===== config.mk =====
export PLATFORM = sky130hd
export DESIGN_NAME = inventory_txn_seq_flat
export DESIGN_NICKNAME = d
export VERILOG_FILES = /design/src/rtl/inventory_txn_seq_pkg.sv /design/src/rtl/inventory_txn_seq_if.sv /design/src/rtl/inventory_txn_seq_shift_add_mult.sv /design/src/rtl/inventory_txn_seq.sv /design/src/flat_wrapper.sv
export SDC_FILE = /design/constraint.sdc
export NUM_CORES = 1
export LEC_CHECK = 0
export BUFFER_PORTS_ARGS = -buffer_cell sky130_fd_sc_hd__buf_2
export CORE_MARGIN = 10
export CORE_UTILIZATION = 28
export CTS_BUF_LIST = sky130_fd_sc_hd__clkbuf_16
export CTS_CLUSTER_DIAMETER = 150
export DETAILED_ROUTE_END_ITERATION = 16
export GPL_ROUTABILITY_DRIVEN = 0
export SLEW_MARGIN = 20
export SYNTH_ARGS = -nofsm -noshare
export SYNTH_HDL_FRONTEND = slang
export SYNTH_SLANG_ARGS = --single-unit

===== constraint.sdc =====
create_clock -name clk -period 5.4 [get_ports clk]
set_input_delay 0.54 -clock clk [delete_from_list [all_inputs] [get_ports clk]]
set_output_delay 0.54 -clock clk [all_outputs]
set_load 0.02 [all_outputs]

===== src/rtl/inventory_txn_seq_pkg.sv =====
// Shared definitions for the canteen inventory/billing transaction controller.
// Holds the FSM state encoding, response error codes and default widths used
// by the interface, the shift-add multiplier and the top-level controller.
package inventory_txn_seq_pkg;

  localparam int DEF_QTY_W   = 4;
  localparam int DEF_PRICE_W = 4;
  localparam int DEF_TOTAL_W = 8;

  typedef enum logic [2:0] {
    ST_IDLE   = 3'd0,
    ST_CHECK  = 3'd1,
    ST_MUL    = 3'd2,
    ST_COMMIT = 3'd3,
    ST_RESP   = 3'd4
  } state_t;

  typedef enum logic [1:0] {
    ERR_NONE  = 2'b00,
    ERR_STOCK = 2'b01,
    ERR_OVF   = 2'b10
  } rsp_err_t;

endpackage


===== src/rtl/inventory_txn_seq_if.sv =====
// Request/response handshake bundle for the inventory transaction controller.
//   req_valid/req_ready : request handshake (one transaction in flight)
//   req_sale            : 1 = sale, 0 = restock
//   req_qty             : item count of the request
//   rsp_valid/rsp_ready : response handshake, response held until accepted
//   rsp_ok/rsp_err      : commit flag and error code
//   rsp_amount          : qty*price of the transaction (0 on error)
// master = requester/consumer side, slave = the controller.
import inventory_txn_seq_pkg::*;

interface inventory_txn_seq_if #(
  parameter int QTY_W   = DEF_QTY_W,
  parameter int TOTAL_W = DEF_TOTAL_W
);

  logic               req_valid;
  logic               req_ready;
  logic               req_sale;
  logic [QTY_W-1:0]   req_qty;
  logic               rsp_valid;
  logic               rsp_ready;
  logic               rsp_ok;
  logic [1:0]         rsp_err;
  logic [TOTAL_W-1:0] rsp_amount;

  modport master (
    output req_valid, req_sale, req_qty, rsp_ready,
    input  req_ready, rsp_valid, rsp_ok, rsp_err, rsp_amount
  );

  modport slave (
    input  req_valid, req_sale, req_qty, rsp_ready,
    output req_ready, rsp_valid, rsp_ok, rsp_err, rsp_amount
  );

endinterface


===== src/rtl/inventory_txn_seq_shift_add_mult.sv =====
// Sequential shift-add multiplier: QTY_W x PRICE_W -> TOTAL_W, exact.
// Ports:
//   clk, reset_n : clock and asynchronous active-low reset
//   start        : load operands and begin (one-cycle pulse)
//   mplier_in    : multiplier (quantity), consumed one bit per cycle, LSB first
//   mcand_in     : multiplicand (unit price)
//   done         : high during the final accumulation cycle, so a controller
//                  that advances on done sees the finished product next cycle
//   product      : accumulated result, held until the next start
import inventory_txn_seq_pkg::*;

module inventory_txn_seq_shift_add_mult #(
  parameter int QTY_W   = DEF_QTY_W,
  parameter int PRICE_W = DEF_PRICE_W,
  parameter int TOTAL_W = DEF_TOTAL_W
) (
  input  logic               clk,
  input  logic               reset_n,
  input  logic               start,
  input  logic [QTY_W-1:0]   mplier_in,
  input  logic [PRICE_W-1:0] mcand_in,
  output logic               done,
  output logic [TOTAL_W-1:0] product
);

  localparam int CNT_W = $clog2(QTY_W + 1);

  logic [TOTAL_W-1:0] mcand;
  logic [QTY_W-1:0]   mplier;
  logic [CNT_W-1:0]   cnt;

  // The multiplicand is widened to TOTAL_W so its shifted copies never lose
  // bits; TOTAL_W >= QTY_W+PRICE_W keeps the product exact.
  always_ff @(posedge clk or negedge reset_n) begin
    if (!reset_n) begin
      product <= '0;
      mcand   <= '0;
      mplier  <= '0;
      cnt     <= '0;
    end else if (start) begin
      product <= '0;
      mcand   <= TOTAL_W'(mcand_in);
      mplier  <= mplier_in;
      cnt     <= CNT_W'(QTY_W);
    end else if (cnt != '0) begin
      if (mplier[0]) begin
        product <= product + mcand;
      end
      mcand  <= mcand << 1;
      mplier <= mplier >> 1;
      cnt    <= cnt - 1'b1;
    end
  end

  assign done = (cnt == CNT_W'(1));

endmodule


===== src/rtl/inventory_txn_seq.sv =====
// Sequential transaction controller for the canteen inventory/billing path.
// Holds stock count, unit price and running cash total; serves one sale or
// restock at a time: feasibility check, shift-add qty*price, commit, response.
// Ports:
//   clk, reset_n : clock and asynchronous active-low reset (aborts any txn)
//   price_load   : load price_in into the price register (any state)
//   price_in     : new unit price
//   bus          : request/response handshake bundle (slave side)
//   stock_ct     : registered stock count
//   total        : registered cash total (modulo 2^TOTAL_W)
//   empty        : stock_ct == 0
//   busy         : controller not in IDLE
import inventory_txn_seq_pkg::*;

module inventory_txn_seq #(
  parameter int QTY_W      = DEF_QTY_W,
  parameter int PRICE_W    = DEF_PRICE_W,
  parameter int TOTAL_W    = DEF_TOTAL_W,
  parameter int INIT_STOCK = 0,
  parameter int INIT_TOTAL = 0
) (
  input  logic                 clk,
  input  logic                 reset_n,
  input  logic                 price_load,
  input  logic [PRICE_W-1:0]   price_in,
  inventory_txn_seq_if.slave   bus,
  output logic [QTY_W-1:0]     stock_ct,
  output logic [TOTAL_W-1:0]   total,
  output logic                 empty,
  output logic                 busy
);

  state_t             state;
  logic [PRICE_W-1:0] price;
  logic [PRICE_W-1:0] snap_price;
  logic               snap_sale;
  logic [QTY_W-1:0]   snap_qty;
  rsp_err_t           pend_err;
  rsp_err_t           check_err;
  logic [QTY_W:0]     restock_sum;
  logic               mul_start;
  logic               mul_done;
  logic [TOTAL_W-1:0] product;

  // Price register is independent of the FSM; the transaction works from its
  // own snapshot, so a load during a transaction only affects later requests.
  always_ff @(posedge clk or negedge reset_n) begin
    if (!reset_n) begin
      price <= '0;
    end else if (price_load) begin
      price <= price_in;
    end
  end

  // Feasibility of the latched request against the live stock. The extra
  // carry bit of restock_sum flags a stock count that would not fit.
  always_comb begin
    restock_sum = {1'b0, stock_ct} + {1'b0, snap_qty};
    check_err   = ERR_NONE;
    if (snap_sale) begin
      if (snap_qty > stock_ct) begin
        check_err = ERR_STOCK;
      end
    end else if (restock_sum[QTY_W]) begin
      check_err = ERR_OVF;
    end
  end

  assign mul_start = (state == ST_CHECK) && (check_err == ERR_NONE);

  inventory_txn_seq_shift_add_mult #(
    .QTY_W   (QTY_W),
    .PRICE_W (PRICE_W),
    .TOTAL_W (TOTAL_W)
  ) u_mult (
    .clk       (clk),
    .reset_n   (reset_n),
    .start     (mul_start),
    .mplier_in (snap_qty),
    .mcand_in  (snap_price),
    .done      (mul_done),
    .product   (product)
  );

  // Main FSM with registered response outputs. In RESP the first edge raises
  // rsp_valid and loads the response fields; they then hold until the
  // consumer takes them, and that same edge returns to IDLE.
  always_ff @(posedge clk or negedge reset_n) begin
    if (!reset_n) begin
      state          <= ST_IDLE;
      stock_ct       <= QTY_W'(INIT_STOCK);
      total          <= TOTAL_W'(INIT_TOTAL);
      snap_price     <= '0;
      snap_sale      <= 1'b0;
      snap_qty       <= '0;
      pend_err       <= ERR_NONE;
      bus.rsp_valid  <= 1'b0;
      bus.rsp_ok     <= 1'b0;
      bus.rsp_err    <= ERR_NONE;
      bus.rsp_amount <= '0;
    end else begin
      case (state)
        ST_IDLE: begin
          if (bus.req_valid) begin
            snap_sale  <= bus.req_sale;
            snap_qty   <= bus.req_qty;
            snap_price <= price;
            state      <= ST_CHECK;
          end
        end
        ST_CHECK: begin
          pend_err <= check_err;
          state    <= (check_err == ERR_NONE) ? ST_MUL : ST_RESP;
        end
        ST_MUL: begin
          if (mul_done) begin
            state <= ST_COMMIT;
          end
        end
        ST_COMMIT: begin
          if (snap_sale) begin
            stock_ct <= stock_ct - snap_qty;
            total    <= total + product;
          end else begin
            stock_ct <= stock_ct + snap_qty;
            total    <= total - product;
          end
          state <= ST_RESP;
        end
        ST_RESP: begin
          if (!bus.rsp_valid) begin
            bus.rsp_valid  <= 1'b1;
            bus.rsp_ok     <= (pend_err == ERR_NONE);
            bus.rsp_err    <= pend_err;
            bus.rsp_amount <= (pend_err == ERR_NONE) ? product : '0;
          end else if (bus.rsp_ready) begin
            bus.rsp_valid  <= 1'b0;
            bus.rsp_ok     <= 1'b0;
            bus.rsp_err    <= ERR_NONE;
            bus.rsp_amount <= '0;
            state          <= ST_IDLE;
          end
        end
        default: begin
          state <= ST_IDLE;
        end
      endcase
    end
  end

  assign bus.req_ready = (state == ST_IDLE);
  assign busy          = (state != ST_IDLE);
  assign empty         = (stock_ct == '0);

endmodule


===== src/flat_wrapper.sv =====
// flat-port wrapper written by rule: the top's interface ports become plain ports
module inventory_txn_seq_flat 
#(
  parameter int QTY_W      = DEF_QTY_W,
  parameter int PRICE_W    = DEF_PRICE_W,
  parameter int TOTAL_W    = DEF_TOTAL_W,
  parameter int INIT_STOCK = 0,
  parameter int INIT_TOTAL = 0
)
  (clk, reset_n, price_load, price_in, stock_ct, total, empty, busy, bus_req_valid, bus_req_sale, bus_req_qty, bus_rsp_ready, bus_req_ready, bus_rsp_valid, bus_rsp_ok, bus_rsp_err, bus_rsp_amount);
  inventory_txn_seq_if #(.QTY_W(QTY_W), .TOTAL_W(TOTAL_W)) bus_i ();
  input  logic clk;
  input  logic reset_n;
  input  logic price_load;
  input  logic [PRICE_W-1:0] price_in;
  output logic [QTY_W-1:0] stock_ct;
  output logic [TOTAL_W-1:0] total;
  output logic empty;
  output logic busy;
  input wire logic [$bits(bus_i.req_valid)-1:0] bus_req_valid;
  input wire logic [$bits(bus_i.req_sale)-1:0] bus_req_sale;
  input wire logic [$bits(bus_i.req_qty)-1:0] bus_req_qty;
  input wire logic [$bits(bus_i.rsp_ready)-1:0] bus_rsp_ready;
  output wire logic [$bits(bus_i.req_ready)-1:0] bus_req_ready;
  output wire logic [$bits(bus_i.rsp_valid)-1:0] bus_rsp_valid;
  output wire logic [$bits(bus_i.rsp_ok)-1:0] bus_rsp_ok;
  output wire logic [$bits(bus_i.rsp_err)-1:0] bus_rsp_err;
  output wire logic [$bits(bus_i.rsp_amount)-1:0] bus_rsp_amount;
  assign bus_i.req_valid = bus_req_valid;
  assign bus_i.req_sale = bus_req_sale;
  assign bus_i.req_qty = bus_req_qty;
  assign bus_i.rsp_ready = bus_rsp_ready;
  assign bus_req_ready = bus_i.req_ready;
  assign bus_rsp_valid = bus_i.rsp_valid;
  assign bus_rsp_ok = bus_i.rsp_ok;
  assign bus_rsp_err = bus_i.rsp_err;
  assign bus_rsp_amount = bus_i.rsp_amount;
  inventory_txn_seq #(.QTY_W(QTY_W), .PRICE_W(PRICE_W), .TOTAL_W(TOTAL_W), .INIT_STOCK(INIT_STOCK), .INIT_TOTAL(INIT_TOTAL)) u_core (.clk(clk), .reset_n(reset_n), .price_load(price_load), .price_in(price_in), .bus(bus_i), .stock_ct(stock_ct), .total(total), .empty(empty), .busy(busy));
endmodule

== Word-level counts from Yosys, hierarchy flattened ==
Index checks and enable logic that the tools add are counted.
W data, S select, Z words.
Storage, ports and cells
  flip-flop bits (word level): 65
  bits in latches: 0
  bits in writable memories: 0
  ROM bits: 0
  input bits: 14
  output and inout bits: 27
  word-level logic and storage cells: 76
  memories kept: 0
Operators by class
  $add $sub $neg: 7
  $mul: 0
  divide/modulo/power cells: 0
  order comparisons: 1
  equal/unequal tests: 10
  shift-type cells: 0
  mux-type cells: 29
  bitwise operators: 0
  reductions and logical operators: 13
Operators with widths (count)
  $mux W8: 9
  $mux W3: 7
  $add A8 B8 Y8: 2
  $pmux W3 S5: 1
  $mux W4: 3
  $mux W2: 4
  $sub A8 B8 Y8: 1
  $eq A3 B1 Y1 const B: 2
  $eq A3 B2 Y1 const B: 2
  $ne A2 B2 Y1 const B: 3
  $reduce_and A2 Y1: 3
  $reduce_bool A3 Y1: 2
  $add A4 B4 Y5: 1
  $mux W1: 5
  $add A4 B4 Y4: 1
  $gt A4 B4 Y1: 1
  $logic_not A2 Y1: 2
  $logic_not A4 Y1: 1
  $ne A2 B1 Y1 const B: 2
  $reduce_and A4 Y1: 1
  $reduce_bool A2 Y1: 2
  $sub A4 B4 Y4: 1
  $eq A3 B3 Y1 const B: 1
  $logic_not A3 Y1: 1
  2 further kinds: 2

== Longest topological paths before layout ==
Gate-level depths: netlist of run 1.
  word-level depth: 7
  gate-level depth with buffers: 10
  depth with buffers taken out: 10

== Modules after synthesis ==
A second synthesis of run 1 with hierarchy kept.
Second synthesis, totals
  cells, all modules: 357
  area total of the unflattened synthesis: 3652.3 µm²
Modules (own cells, without submodules)
  inventory_txn_seq: times used 1, cells an instance 216, area an instance 2336.0 µm², seq. area each 1051.0 µm²
  inventory_txn_seq_shift_add_mult: times used 1, cells an instance 141, area an instance 1316.3 µm², seq. area each 575.6 µm²

== Least setup slack after synthesis of run 1 ==
No wires, ideal clock.
  kind: reg2reg
  from: reg u_core.snap_sale
  to: reg u_core.total[7]
  library setup time: 122 ps
  data arrival time: 2575 ps
  required time: 5278 ps
  slack: 2703 ps
  stages on the path, launching flop included: 9
  buffers on the path: 1
  period minus slack after synthesis: 2697 ps
  cell sequence: dfrtp_1 > clkbuf_1 > mux2_2 > ha_1 > a211oi_2 > o21bai_1 > or4_4 > a211o_1 > a32o_1
Between the ends
  word-level cells in the longest chain between the ends: 1
Ends and longest elaborated chain
  from (decl): RTL line inventory_txn_seq.sv:36  | logic snap_sale;
  from (signal assigned): RTL line inventory_txn_seq.sv:105  | snap_sale <= bus.req_sale;
  $mux W8: RTL line inventory_txn_seq.sv:121  | if (snap_sale) begin
  to (signal assigned): RTL line inventory_txn_seq.sv:92  | total <= TOTAL_W'(INIT_TOTAL);
  to (signal assigned): RTL line inventory_txn_seq.sv:123  | total <= total + product;
  to (signal assigned): RTL line inventory_txn_seq.sv:126  | total <= total - product;
  to (decl): RTL line inventory_txn_seq.sv:28  | output logic [TOTAL_W-1:0] total,
No other way between the ends.
A chain may end at the register's enable or synchronous reset.

== Final worst setup path of run 1 ==
  from: reg u_core.u_mult.product[1]
  to: reg u_core.total[7]
Between the ends
  word-level cells in the longest chain between the ends: 2
  elaborated cells between the ends (all ways): 3
  those cells by class: add/sub (2); mux (1)
Ends and longest elaborated chain
  from (decl): RTL line inventory_txn_seq_shift_add_mult.sv:23  | output logic [TOTAL_W-1:0] product
  from (signal assigned): RTL line inventory_txn_seq_shift_add_mult.sv:47  | product <= product + mcand;
  $sub A8 B8 Y8 or $add A8 B8 Y8 (tied branches): RTL line inventory_txn_seq.sv:126, inventory_txn_seq.sv:123
  $mux W8 (*): RTL line inventory_txn_seq.sv:121
Every way passes the cells marked *; elsewhere a longest branch is shown, timed or not.

==> results.ini, run 1 <==
[synthesis]
ys_seq_area_frac = 0.450
synth_flop_cell = dfrtp_1
syn_inst = 353
async_flop_share = 1.00
syn_area_mm2 = 0.00362
yosys_warnings = 0
synth-seq-cells = 65
syn_area_per_cell_um2 = 10.3
synth_edf_count = 0
yosys.cell_types.count = 49
synth_nets = 397

[floorplan]
core.rowCount = 41
dieWidth_um = 134
io_pins = 41
coreArea_mm2 = 0.0126
die_h_um = 134
initial_core_util = 0.287
die_area_mm2 = 0.0179

[cts]
cts.sinks = 65
clock_latency_ps = 330
post_cts_buffers = 0
root_buffer = clkbuf_16
cts_tree = done
cts_made_buffers = 9
clk_path_buf_depth = 2
path_clk_slew_ps = 50
cts-resized-gates = 0
h-tree-depth = 3
postCtsHoldBufs = 0

[critical_path]
worstPathRequired_ps = 5610
crit_path_start = u_core.u_mult.product[1]
critPathKind = flop to flop
cp-start-kind = flop
crit_path_end = u_core.total[7]
cp.arrival_ps = 3060
reg2reg_to = u_core.total[7]
worstSetupEndpointType = flop
r2r_start = u_core.u_mult.product[1]
path_max_fanout = 7
reg2reg_depth = 9
r2r_slack_ps = 2550

[global_route]
grt_max_degree = 66
grt_pass1_vias = 2714
grt_first_pass_wirelength_um = 13900
track_usage = 0.0949
grt_overflow = 0
antenna_found_initial = 0

[placement]
portBuffers = 40
dp_hpwl_um = 5940

[sta]
worstMarginPinSlew_ps = 870
rsz0062_at_grt = no
hold_violations = 0
min_period_ps = 2850
period_share = 0.527
slew_viol_final = 0
relSlewSlack = 0.419
timing.fmax_ghz = 0.351
finalSetupTns_ps = 0
finalSetupViolCount = 0
worst_clock_skew_ps = 4.37

[pwr]
irDropWorstVdd_uv = 185
total_power_mw = 2.73
powerDensity_mw_per_mm2 = 643
p_leak_nw = 2.04

[final_layout]
nets = 438
final_common_cell = dfrtp_1
antenna_cells = 0
drive_above_1_share = 0.188
regArea_mm2 = 0.00163
fillers = 1299
area_delta_synth_final_pct = 17.5
final_cell_mix = dfrtp_1 (65), nand2_1 (49), buf_2 (40), o21ai_0 (26), ha_1 (26)
multi_input_area_mm2 = 0.00187

[drt]
num_vias = 2739
drt_iter0_drc = 110
first_pass_iters = 4
viasPerCell = 4.80
wl_per_cell_um = 14.0
routed_wl_um = 7990
ant_nets = 0
drc = 0

[run_status]
outcome = finished clean

[flow_run]
max_cap_viol_count = 0

[min_path]
worstHoldPathType = input port to asynchronous set/reset pin

[cell type report]
| cell class | count | area share |
|---|---|---|
| clock inverters | 7 | 0.00736 |
| flip-flops and latches | 65 | 0.383 |
| multi-input cells | 258 | 0.440 |
| well taps | 172 | 0.0506 |
| inverters | 18 | 0.0159 |
| repair buffers | 42 | 0.0506 |
| clock buffers | 9 | 0.0530 |
[flip-flops by register name (all words and copies together), names as in the netlist]
signal and flops:
u_core.u_mult.product 8, u_core.state 3, u_core.snap_sale 1, u_core.bus.rsp_valid 1
u_core.bus.rsp_ok 1, u_core.u_mult.mcand 8, u_core.u_mult.mplier 4, u_core.bus.rsp_amount 8
u_core.price 4, u_core.stock_ct 4, u_core.pend_err 2, u_core.u_mult.cnt 3
u_core.bus.rsp_err 2, u_core.snap_qty 4, u_core.snap_price 4, u_core.total 8
[synth_stat cells, types with 3 or more instances]
library cell | instances | share of area
mux2_2 | 15 | 0.047
ha_1 | 26 | 0.090
fa_1 | 4 | 0.022
a21o_1 | 7 | 0.015
and2_1 | 4 | 0.0069
nor2b_1 | 6 | 0.010
nor2_1 | 15 | 0.016
inv_1 | 18 | 0.019
mux2i_1 | 7 | 0.019
o21bai_1 | 4 | 0.0083
dfrtp_1 | 65 | 0.45
a211oi_1 | 5 | 0.010
o211ai_1 | 3 | 0.0062
nand2_1 | 49 | 0.051
clkbuf_1 | 5 | 0.0052
a31oi_1 | 3 | 0.0052
a22o_1 | 11 | 0.027
nor3_1 | 3 | 0.0041
o21ai_0 | 26 | 0.036
nand3_1 | 3 | 0.0041
xor2_1 | 6 | 0.015
buf_2 | 5 | 0.0069
a211o_1 | 5 | 0.012
nand2b_1 | 3 | 0.0052
xnor2_1 | 9 | 0.022
a21oi_1 | 19 | 0.026
[power by group]
part	internal, mW	switching (mW)
Combinational	0.585	0.766
Clock	0.301	0.205
Sequential	0.679	0.199
Total	1.56	1.17
[metrics by stage]
| stage | cell area (µm²) | utilization | cells | hold slack [ps] | setup slack (ps) |
|---|---|---|---|---|---|
| after floorplan | 3620 | - | 353 | 244 | 2700 |
| after global placement | 3990 | 0.316 | 555 | 455 | 2630 |
| after detailed placement | 3990 | 0.316 | 555 | 461 | 2550 |
| after CTS | 4250 | 0.337 | 571 | 407 | 2550 |
| after global routing | 4250 | 0.337 | 571 | 435 | 2440 |
| final | 4250 | 0.337 | 571 | 385 | 2550 |
[worst min path at each step]
| stage | to | slack [ps] | cells after the start |
|---|---|---|---|
| 2_1_floorplan | u_core.bus.rsp_amount[0] | 240 | 0 |
| 3_3_place_gp | u_core.bus.rsp_ok | 460 | 1 |
| 3_5_place_dp | u_core.bus.rsp_ok | 460 | 1 |
| 4_1_cts | u_core.snap_qty[1] | 410 | 3 |
| 5_1_grt | u_core.price[2] | 430 | 2 |
| 6_report | u_core.stock_ct[1] | 380 | 2 |
[cells by family (layout without fill, tap and decap cells)]
family / after synthesis / count (layout) / share of synthesized area
xor+xnor: 15 / 15 / 0.0363
buf+inv: 30 / 76 / 0.0339
fa+ha+maj: 30 / 30 / 0.112
compound gates: 94 / 94 / 0.174
mux: 22 / 22 / 0.0660
flops: 65 / 65 / 0.450
simple gates: 97 / 97 / 0.128
[critical path: stages (launching register included)]
cell      delay (ps)
dfrtp_1          460
inv_1             80
ha_1             260
mux2_2           290
ha_1             310
a211oi_2         220
o21bai_1         130
or4_4            440
a211o_1          270
a32o_1           260
[layer usage]
metal | wire length, µm | global-route usage
met4 | 143 | 0.0339
met1 | 3970 | 0.130
met3 | 502 | 0.0335
met2 | 3370 | 0.133
met5 | 0 | 0
Power figures use the tool's default switching activity.
==> inputs of run 2 (changes only) <==
==> constraint.sdc (replaced) <==
create_clock -name clk -period 2.45 [get_ports clk]
set_input_delay 0.245 -clock clk [delete_from_list [all_inputs] [get_ports clk]]
set_output_delay 0.245 -clock clk [all_outputs]
set_load 0.02 [all_outputs]
==> run 2 against run 1 <==
  * The flow now finishes with violations (setup timing)
  * Maximum frequency up 12%
  * Via count rose by 1.8%
  * Design area up 6.7%
  * Critical path depth is the same
  * Count of clock-buffer cells in the layout unchanged
  * Clock skew grew 1.1 ps
  * Non-clock buffer count up 24
  * Critical path type unchanged
  * Largest cell class unchanged
  * Largest power group unchanged
==> results.ini, run 2 (synthesized netlist as in run 1, its figures left out) <==
[sta]
finalSetupViolCount = 1
timing.fmax_ghz = 0.394
worstMarginPinSlew_ps = 708
rsz0062_at_grt = yes
relSlewSlack = 0.528
worst_slack_ps = -89.0
slew_viol_final = 0
hold_violations = 0
min_period_ps = 2540
worst_clock_skew_ps = 5.51
period_share = 1.04

[cts]
cts_made_buffers = 9
cts.sinks = 65
cts_tree = done
path_clk_slew_ps = 50
clk_path_buf_depth = 2
h-tree-depth = 3
root_buffer = clkbuf_16
clock_latency_ps = 330
post_cts_buffers = 0

[floorplan]
die_area_mm2 = 0.0179
io_pins = 41
dieWidth_um = 134
coreArea_mm2 = 0.0126
core.rowCount = 41
initial_core_util = 0.287
die_h_um = 134

[pwr]
irDropWorstVdd_uv = 469
powerDensity_mw_per_mm2 = 1460
total_power_mw = 6.64
p_leak_nw = 2.20

[final_layout]
regArea_mm2 = 0.00163
drive_above_1_share = 0.244
fillers = 1305
multi_input_area_mm2 = 0.00190
area_delta_synth_final_pct = 25.3
nets = 462
final_cell_mix = dfrtp_1 (65), nand2_1 (49), buf_2 (40), o21ai_0 (25), ha_1 (25)
final_common_cell = dfrtp_1
antenna_cells = 0

[critical_path]
worstPathRequired_ps = 2670
cp.arrival_ps = 2760
cp-start-kind = flop
critPathKind = flop to flop
crit_family = compound AO/OA/AOI/OAI gates
crit_chain = inv_1 > ha_1 > mux2_4 > ha_4 > a211oi_2 > o21bai_1 > or4_4 > a211o_1 > a32o_1
worstSetupEndpointType = flop
critical_path_buf_inv_count = 1
cp_slowest_cell = or4_4
path_max_fanout = 2
slowest_delay_ps = 430

[drt]
viasPerCell = 4.69
ant_nets = 0
num_vias = 2787
wl_per_cell_um = 14.2
drt_iter0_drc = 152
first_pass_iters = 4
routed_wl_um = 8420
drc = 0

[global_route]
track_usage = 0.0972
grt_overflow = 0
grt_max_degree = 40
antenna_found_initial = 0
grt_pass1_vias = 2832
grt_first_pass_wirelength_um = 14100

[run_status]
outcome = finished with violations
violations = setup timing

[flow_run]
max_cap_viol_count = 0

[placement]
portBuffers = 40
dp_hpwl_um = 6360
post-place-ws_ps = -102

[min_path]
worstHoldPathType = input port to flop

run 2: cell type report:
cell class / count / share of cell area
clock buffers: 9 / 0.0497
clock inverters: 6 / 0.0168
inverters: 18 / 0.0149
multi-input cells: 258 / 0.419
flip-flops and latches: 65 / 0.359
well taps: 172 / 0.0475
repair buffers: 66 / 0.0933
run 2: worst paths after layout:
check,start,endpoint,slack [ps],cells past startpoint
max in group asynchronous,reset_n,u_core.bus.rsp_amount[3],1300,3
max reg2reg,u_core.u_mult.product[0],u_core.total[7],-90,9
min in group asynchronous,reset_n,u_core.stock_ct[1],500,2
max,u_core.u_mult.product[0],u_core.total[7],-90,9
min reg2reg,u_core.bus.rsp_ok,u_core.bus.rsp_ok,470,1
min,bus_req_qty[2],u_core.snap_qty[2],130,3
run 2: stage by stage:
step | std cells | hold slack, ps | util | TNS (ps) | area (µm²)
6_report | 594 | 127 | 0.359 | -89.0 | 4530
5_1_grt | 594 | 136 | 0.359 | -287 | 4530
4_1_cts | 594 | 108 | 0.358 | -99.5 | 4520
3_5_place_dp | 578 | 326 | 0.333 | -102 | 4210
3_3_place_gp | 578 | 327 | 0.333 | -45.8 | 4210
2_1_floorplan | 353 | -50.6 | - | -126 | 3640
run 2: where the power goes:
group	internal, mW	total, mW	switching, mW
logic	1.57	3.46	1.89
registers	1.50	1.86	0.364
clock network	0.871	1.32	0.449
run 2: worst min-delay path, cell delays in order:
cell and delay (ps):
buf_2 80, nand2_1 40, o21ai_0 60
run 2: timing repair:
action / CTS / global route
resized for setup: 1 / 3
hold buffers: 1 / 0
pin swaps: 2 / 1
endpoints found under the setup margin: 2 / 3
hold endpoints to repair: 26 / 0
run 2: layer usage:
metal	up-vias	track usage	routed length (µm)
met5	-	0	0
met4	0	0.0405	156
met3	12	0.0327	367
met2	56	0.142	3650
met1	1337	0.128	4250
li1	1382	-	-
==> inputs of run 3 (changes only) <==
--- a/config.mk
+++ b/config.mk
@@ -6,6 +6,7 @@
 export NUM_CORES = 1
 export LEC_CHECK = 0
 export BUFFER_PORTS_ARGS = -buffer_cell sky130_fd_sc_hd__buf_2
+export CORE_ASPECT_RATIO = 0.5
 export CORE_MARGIN = 10
 export CORE_UTILIZATION = 28
 export CTS_BUF_LIST = sky130_fd_sc_hd__clkbuf_16
==> run 3 against run 2 <==
  * The flow still finishes with violations (setup timing)
  * Global-route usage grew 0.38 points
  * Cell count stayed put
  * Worst setup slack improved by 15 ps
  * Combinational power barely moved
  * Design area about the same
  * Critical path depth is the same
  * Largest power group unchanged
==> results.ini, run 3 (synthesized netlist as in run 1, its figures left out) <==
[run_status]
outcome = finished with violations
violations = setup timing

[flow_run]
max_cap_viol_count = 0

[floorplan]
dieWidth_um = 181
io_pins = 41
die_h_um = 100
coreArea_mm2 = 0.0127
initial_core_util = 0.286
core.rowCount = 29
die_area_mm2 = 0.0181

[pwr]
powerDensity_mw_per_mm2 = 1440
irDropWorstVdd_uv = 502
combPwrFrac = 0.533
intPower_mw = 3.77
p_clk_frac = 0.180
p_leak_nw = 2.18
power_frac_seq = 0.287
p_sw_frac = 0.425
p_sw_mw = 2.78

[critical_path]
cp_slowest_cell = or4_4
crit_chain = inv_1 > ha_1 > mux2_4 > ha_4 > a211oi_2 > o21bai_2 > or4_4 > a211o_1 > a32o_1
r2r_slack_ps = -70
path_max_fanout = 2
worstSetupEndpointType = flop
slowest_delay_ps = 420
cp.arrival_ps = 2750
cp-start-kind = flop
critical_path_buf_inv_count = 1
critPathKind = flop to flop
crit_family = compound AO/OA/AOI/OAI gates
cp.depth = 9
worstPathRequired_ps = 2670
reg2reg_depth = 9

[final_layout]
drive_above_1_share = 0.262
final_cell_mix = dfrtp_1 (65), nand2_1 (49), buf_2 (40), o21ai_0 (25), ha_1 (25)
antenna_cells = 0
nets = 463
area_delta_synth_final_pct = 25.3
final_common_cell = dfrtp_1
final_util = 0.358

[sta]
worst_clock_skew_ps = 3.44
slew_viol_final = 0
min_period_ps = 2520
holdWs_ps = 128
rsz0062_at_grt = yes
timing.fmax_ghz = 0.396
worstMarginPinSlew_ps = 574
worst_slack_ps = -73.8
relSlewSlack = 0.617
hold_violations = 0
finalSetupViolCount = 1
period_share = 1.03

[cts]
cts_tree = done
clk_path_buf_depth = 2
cts_made_buffers = 9
root_buffer = clkbuf_16
clock_latency_ps = 330
path_clk_slew_ps = 60
cts.sinks = 65
h-tree-depth = 3

[drt]
routed_wl_um = 8690
ant_nets = 0
drt_iter0_drc = 115
first_pass_iters = 4
wl_per_cell_um = 14.6
viasPerCell = 4.73
num_vias = 2809
drc = 0

[placement]
dp_hpwl_um = 6490
post-place-ws_ps = -101
portBuffers = 40

[global_route]
grt_pass1_vias = 2914
antenna_found_initial = 0
grt_first_pass_wirelength_um = 15000
grt_max_degree = 44
grt_overflow = 0
track_usage = 0.101

[min_path]
holdPathStages = 3
worstHoldPathType = input port to flop

==> run 3: per-stage QoR <==
stage | instances | total power [mW] | TNS [ps] | area [µm²]
6_report | 594 | 6.55 | -73.8 | 4540
5_1_grt | 594 | 7.11 | -211 | 4540
4_1_cts | 593 | 6.55 | -58.1 | 4510
3_5_place_dp | 575 | 5.29 | -101 | 4210
3_3_place_gp | 575 | 5.21 | -64.0 | 4210
2_1_floorplan | 353 | 4.21 | -126 | 3640
==> run 3: path summary, 6_finish.rpt <==
kind | start | to
max in group asynchronous | reset_n | u_core.bus.rsp_amount[1]
min in group asynchronous | reset_n | u_core.stock_ct[1]
min | bus_req_qty[1] | u_core.snap_qty[1]
min reg2reg | u_core.bus.rsp_ok | u_core.bus.rsp_ok
max reg2reg | u_core.u_mult.product[1] | u_core.total[7]
max | u_core.u_mult.product[1] | u_core.total[7]
==> run 3: worst reg2reg max path: stages, from the launching register on <==
cell and delay, ps:
dfrtp_1 360, inv_1 50, ha_1 260, mux2_4 290
ha_4 220, a211oi_2 190, o21bai_2 100, or4_4 420
a211o_1 270, a32o_1 240
==> run 3: cell type report <==
type	instances	area, µm²
clock buffer	9	225
timing repair buffer	67	430
multi-input combinational	258	1930
inverter	18	67.6
tap	170	213
fill	1272	8130
sequential	65	1630
clock inverter	7	46.3
==> run 3: layer usage <==
| layer | wire length (µm) | track usage |
|---|---|---|
| met2 | 3700 | 0.152 |
| met4 | 114 | 0.0351 |
| met5 | 0 | 0 |
| met3 | 419 | 0.0312 |
| met1 | 4450 | 0.134 |
==> run 3: power by group through the flow <==
stage	sequential (mW)	combinational [mW]	clock, mW
6_report	1.88	3.49	1.18
3_3_place_gp	1.88	3.33	0
4_1_cts	1.88	3.46	1.21
2_1_floorplan	2.00	2.21	0
3_5_place_dp	1.89	3.40	0
5_1_grt	1.95	3.90	1.26
==> run 3: repair_timing <==
item                                    CTS  global route
pin swaps                                 2             1
gates resized for setup                   2             7
hold endpoints to repair                 22             0
hold buffers                              1             0
buffers inserted                          1             1
endpoints found under the setup margin    1            19
